$ cat src/rtl/csa_resolver_pkg.sv
// Shared definitions for the carry-save resolver: FSM states, slice sizing
// helpers and the legality check applied when the top elaborates.
package csa_resolver_pkg;

  typedef enum logic [1:0] {
    ST_IDLE,
    ST_RUN,
    ST_DONE
  } state_t;

  localparam int unsigned CHUNK_DEFAULT = 3;

  function automatic int unsigned slice_count(input int unsigned width,
                                              input int unsigned chunk);
    return width / chunk;
  endfunction

  function automatic bit width_ok(input int unsigned width,
                                  input int unsigned chunk);
    return (chunk != 0) && (width != 0) && ((width % chunk) == 0);
  endfunction

endpackage

$ cat src/rtl/csa_slice_adder.sv
// CHUNK-bit ripple adder slice built from single-bit full adders; the
// resolver reuses one instance for every slice of the operand.
module Full_Adder (
  input  logic a,
  input  logic b,
  input  logic cin,
  output logic sum,
  output logic cout
);

  assign sum  = a ^ b ^ cin;
  assign cout = (a & b) | (a & cin) | (b & cin);

endmodule

module csa_slice_adder
  import csa_resolver_pkg::*;
#(
  parameter int unsigned CHUNK = CHUNK_DEFAULT
) (
  input  logic [CHUNK-1:0] a,
  input  logic [CHUNK-1:0] b,
  input  logic             cin,
  output logic [CHUNK-1:0] sum,
  output logic             cout
);

  logic [CHUNK:0] w_c;

  assign w_c[0] = cin;

  for (genvar gi = 0; gi < CHUNK; gi++) begin : g_fa
    Full_Adder u_fa (
      .a   (a[gi]),
      .b   (b[gi]),
      .cin (w_c[gi]),
      .sum (sum[gi]),
      .cout(w_c[gi+1])
    );
  end

  assign cout = w_c[CHUNK];

endmodule

$ cat src/rtl/csa_resolver.sv
// Iterative carry-propagate back end: resolves a (sum, carry) pair into a
// binary result one CHUNK-bit slice per clock, with valid/ready on both sides.
module csa_resolver
  import csa_resolver_pkg::*;
#(
  parameter int unsigned WIDTH = 12,
  parameter int unsigned CHUNK = CHUNK_DEFAULT
) (
  input  logic             clk,
  input  logic             rst,
  input  logic             in_valid,
  output logic             in_ready,
  input  logic [WIDTH-1:0] s_in,
  input  logic [WIDTH-1:0] c_in,
  output logic             out_valid,
  input  logic             out_ready,
  output logic [WIDTH+1:0] result
);

  localparam int unsigned N    = slice_count(WIDTH, CHUNK);
  localparam int unsigned IDXW = (N > 1) ? $clog2(N) : 1;
  localparam logic [IDXW-1:0] LAST = IDXW'(N - 1);

  if (!width_ok(WIDTH, CHUNK)) begin : g_bad_width
    $error("csa_resolver: WIDTH must be a non-zero multiple of CHUNK");
  end

  state_t           r_state;
  state_t           w_next;
  // A = {1'b0, s_in}: its top bit is always zero and never reaches a slice,
  // so only the low WIDTH bits are stored.
  logic [WIDTH-1:0] r_a;
  logic [WIDTH:0]   r_b;
  logic [IDXW-1:0]  r_idx;
  logic             r_carry;
  logic [WIDTH+1:0] r_result;

  logic             w_accept;
  logic             w_last;
  logic [CHUNK-1:0] w_a_slice;
  logic [CHUNK-1:0] w_b_slice;
  logic [CHUNK-1:0] w_sum;
  logic             w_cout;

  assign w_accept  = (r_state == ST_IDLE) && in_valid;
  assign w_last    = (r_idx == LAST);
  assign w_a_slice = r_a[r_idx*CHUNK +: CHUNK];
  assign w_b_slice = r_b[r_idx*CHUNK +: CHUNK];

  csa_slice_adder #(
    .CHUNK(CHUNK)
  ) u_slice (
    .a   (w_a_slice),
    .b   (w_b_slice),
    .cin (r_carry),
    .sum (w_sum),
    .cout(w_cout)
  );

  always_ff @(posedge clk or posedge rst) begin
    if (rst) begin
      r_state <= ST_IDLE;
    end else begin
      r_state <= w_next;
    end
  end

  always_comb begin
    w_next    = r_state;
    in_ready  = 1'b0;
    out_valid = 1'b0;
    case (r_state)
      ST_IDLE: begin
        in_ready = 1'b1;
        if (in_valid) begin
          w_next = ST_RUN;
        end
      end
      ST_RUN: begin
        if (w_last) begin
          w_next = ST_DONE;
        end
      end
      ST_DONE: begin
        out_valid = 1'b1;
        if (out_ready) begin
          w_next = ST_IDLE;
        end
      end
      default: w_next = ST_IDLE;
    endcase
  end

  always_ff @(posedge clk or posedge rst) begin
    if (rst) begin
      r_a      <= '0;
      r_b      <= '0;
      r_idx    <= '0;
      r_carry  <= 1'b0;
      r_result <= '0;
    end else if (w_accept) begin
      r_a     <= s_in;
      r_b     <= {c_in, 1'b0};
      r_idx   <= '0;
      r_carry <= 1'b0;
    end else if (r_state == ST_RUN) begin
      r_result[r_idx*CHUNK +: CHUNK] <= w_sum;
      r_carry                        <= w_cout;
      if (w_last) begin
        // B's top bit has no partner in A, so it folds into the final carry.
        r_result[WIDTH]   <= r_b[WIDTH] ^ w_cout;
        r_result[WIDTH+1] <= r_b[WIDTH] & w_cout;
      end else begin
        r_idx <= r_idx + IDXW'(1);
      end
    end
  end

  assign result = r_result;

endmodule

$ cat config.mk
export PLATFORM = sky130hd
export DESIGN_NAME = csa_resolver
export DESIGN_NICKNAME = d
export VERILOG_FILES = /design/src/rtl/csa_resolver_pkg.sv /design/src/rtl/csa_slice_adder.sv /design/src/rtl/csa_resolver.sv
export SDC_FILE = /design/constraint.sdc
export NUM_CORES = 1
export LEC_CHECK = 0
export ABC_CLOCK_PERIOD_IN_PS = 6900
export CAP_MARGIN = 30
export CORE_ASPECT_RATIO = 1.25
export CORE_MARGIN = 2
export CORE_UTILIZATION = 55
export DETAILED_ROUTE_END_ITERATION = 12
export PLACE_DENSITY = 0.95
export SYNTH_ARGS = -nofsm -noshare
export SYNTH_HDL_FRONTEND = slang
export SYNTH_SLANG_ARGS = --single-unit
export TNS_END_PERCENT = 20
$ cat constraint.sdc
create_clock -name clk -period 6.9 [get_ports clk]
set_input_delay 1.38 -clock clk [delete_from_list [all_inputs] [get_ports clk]]
set_output_delay 1.38 -clock clk [all_outputs]
set_load 0.005 [all_outputs]
==> reports/metrics.yaml <==
outcome: "finished, final reports clean"
syn_area_mm2: 0.00217
grt_max_degree: 44
wire_per_inst_um: 15.1
rsz0062_at_grt: "false"
grtUsageTotal_pct: 21.3
drtPass1Iterations: 4
multi_input_area_um2: 991
p_clk_share_pct: 13.0
fmax_ghz: 0.335
numClockSinks: 43
critPathArrivalTime_ns: 3.17
final.setup.tns_ns: 0
vias: 1358
ys_types: 32
reg2reg_from: "r_idx[0]"
numPortBuffers: 43
postRouteAntennaNets: 0
cts.reportedPaths.clkPinSlew_ns: 0.07
regArea_mm2: 0.00108
hp-start: "result[5]"
grt_pass1_vias: 1451
totalWireLength_mm: 3.89
fin_worst_skew_ns: 0.00331
holdPathStages: 2
syn_avg_cell_area_um2: 13.6
synthTopCellsByArea: "dfrtp_1 50%, mux2_4 14%, mux4_2 5.2%"
worstPathRequired_ns: 7.09
cp-start-kind: "flip-flop"
synth_fa_ha_area_share_pct: 6.81
drc: 0
synth_top_family_by_area: "multiplexers"
min_path_type: "flip-flop to flip-flop"
relSlewSlack_pct: 56.9
critPathKind: "flip-flop to flip-flop"
synth_nets: 197
coreArea_mm2: 0.00378
whs_ns: 0.475
synth_top_area_cell: "dfrtp_1"
r2r_slack_ns: 3.92
synthMuxAreaShare_pct: 22.1
leakage_nw: 1.20
htreeDepth: 2
whs_endpoint: "result[5]"
clk_path_buf_depth: 2
p_sw_mw: 0.493
reg2reg_depth: 6
ys_seq_elements: 43
synth_compound_area_share_pct: 8.48
nFillCells: 260
power_frac_comb_pct: 51.3
diodes: 0
synth_top_area_share_pct: 49.6
p_int_mw: 0.837
ctsResizeCount: 0
seq_area_frac_synth_pct: 49.6
place_inst: 250
area_growth_syn_to_layout_pct: 25.6
gp_congestion: 0.834
power.density_mw_per_mm2: 488
switching_share_pct: 37.1
drv_slew: 0
nNetsFinal: 241
tightest_slew_ns: 0.647
grt_pass1_wl_mm: 6.86
cp-end-kind: "flip-flop"
min_period_ns: 2.98
cts_made_buffers: 5
hold_viol_final: 0
setup_violations: 0
clkLatencyLatePin_ns: 0.30
grt-ovfl-total: 0
start_util_pct: 57.3
die_h_um: 74.2
vdd_drop_max_mv: 0.211
die_w_um: 60.2
io_pins: 44
holdBufCountCts: 0
root_buffer: "clkbuf_8"
dieArea_mm2: 0.00447
dp_hpwl_mm: 2.88
antenna_found_initial: 0
instances_no_fill: 258
ys_warn_count: 0
synth-simple-area-share_pct: 8.30
syn-instance-count: 159
synth_xor_area_share_pct: 0
drt_first_iter_violations: 63
drive_above_1_share_pct: 22.5
cts_setup_buffers: 0
rows: 25
fin_crit_sh_pct: 43.2
cp_max_fo: 16
p_seq_share_pct: 35.7
cap_violations: 0
r2r-end: "result[8]"
startpoint: "r_idx[0]"
cts_tree: "done"
vias_per_cell: 5.26
-- how the worst max path moves through the flow --
stage / to / depth (start not counted)
floorplan: result[11] / 7
global placement: result[5] / 6
detailed placement: result[5] / 6
CTS: result[5] / 6
global route: result[8] / 6
finish: result[8] / 6
-- flip-flops by register name, summed over array words and instances (netlist names) --
name	count
r_b	12
r_idx	2
result	14
r_carry	1
r_state	2
r_a	12
-- power groups by stage --
stage / clock network (mW) / logic, mW / registers, mW
after floorplan: 0 / 0.531 / 0.430
after global placement: 0 / 0.657 / 0.473
after detailed placement: 0 / 0.677 / 0.482
after CTS: 0.175 / 0.685 / 0.478
after global routing: 0.188 / 0.754 / 0.496
final: 0.173 / 0.682 / 0.475
-- cells by family after synthesis --
family | after synthesis
flip-flops | 43
adder cells (fa/ha/maj) | 10
AO/OA/AOI/OAI | 24
buffers and inverters | 20
AND/OR/NAND/NOR | 31
multiplexers | 31
-- layout by cell type, fill, tap and decap left out, types with 2 or more instances in the layout --
| cell type | n |
|---|---|
| a21oi_1 | 4 |
| mux4_2 | 5 |
| dfrtp_1 | 43 |
| o21ai_0 | 2 |
| mux2_4 | 20 |
| ha_1 | 7 |
| a22o_1 | 3 |
| clkdlybuf4s50_1 | 43 |
| nand3_1 | 2 |
| nor2_1 | 3 |
| nand3b_1 | 2 |
| mux2_2 | 5 |
| clkbuf_8 | 7 |
| o31ai_1 | 4 |
| inv_1 | 12 |
| fa_1 | 3 |
| o21ai_2 | 3 |
| nand2_1 | 14 |
| buf_4 | 2 |
| nand2b_1 | 3 |
| o41ai_1 | 6 |
-- worst max-delay path: stages (launching register included) --
cell	delay (ns)
dfrtp_1	0.76
mux4_2	0.60
fa_1	0.40
inv_1	0.08
fa_1	0.18
fa_1	0.49
o41ai_1	0.36
-- area by class of cell --
class                   count  area share (%)
well taps                  54            2.48
multi-input cells          96            36.4
repair buffers             45            16.3
inverters                  12            1.65
clock buffers               8            3.67
flip-flops and latches     43            39.5
-- cell usage after synthesis --
| master | n |
|---|---|
| o41ai_1 | 6 |
| a32o_1 | 1 |
| mux4_2 | 5 |
| buf_6 | 3 |
| nor2_1 | 3 |
| buf_4 | 1 |
| mux2_2 | 5 |
| inv_1 | 12 |
| o31ai_1 | 4 |
| nand3_1 | 2 |
| fa_1 | 3 |
| mux2_4 | 20 |
| nand2_1 | 14 |
| ha_1 | 7 |
| or4b_4 | 1 |
| clkbuf_1 | 3 |
| nand3b_2 | 1 |
| a22o_1 | 3 |
| a221oi_1 | 1 |
| o21ai_2 | 3 |
| nand3b_4 | 1 |
| and2_1 | 1 |
| o21ai_0 | 2 |
| mux2i_1 | 1 |
| nor2_2 | 1 |
| buf_2 | 1 |
| a21oi_1 | 4 |
| nand2b_1 | 3 |
| dfrtp_1 | 43 |
| nor2b_1 | 1 |
| nand3b_1 | 2 |
| nor4b_1 | 1 |
-- stage by stage --
stage | total power [mW] | cell area, µm² | setup WS (ns) | utilization (%)
after floorplan | 0.961 | 2170 | 4.16 | -
after global placement | 1.13 | 2630 | 3.98 | 69.4
after detailed placement | 1.16 | 2630 | 3.89 | 69.4
after CTS | 1.34 | 2730 | 3.87 | 72.0
after global routing | 1.44 | 2730 | 3.70 | 72.0
final | 1.33 | 2730 | 3.92 | 72.0
-- routing by layer --
metal	GRT usage (%)	up-vias	wire, µm
li1	-	655	-
met1	26.5	648	1570
met2	34.9	46	2110
met3	5.04	9	142
met4	10.1	0	80
met5	0	-	0
No activity file was read; power rests on OpenSTA's default activity.
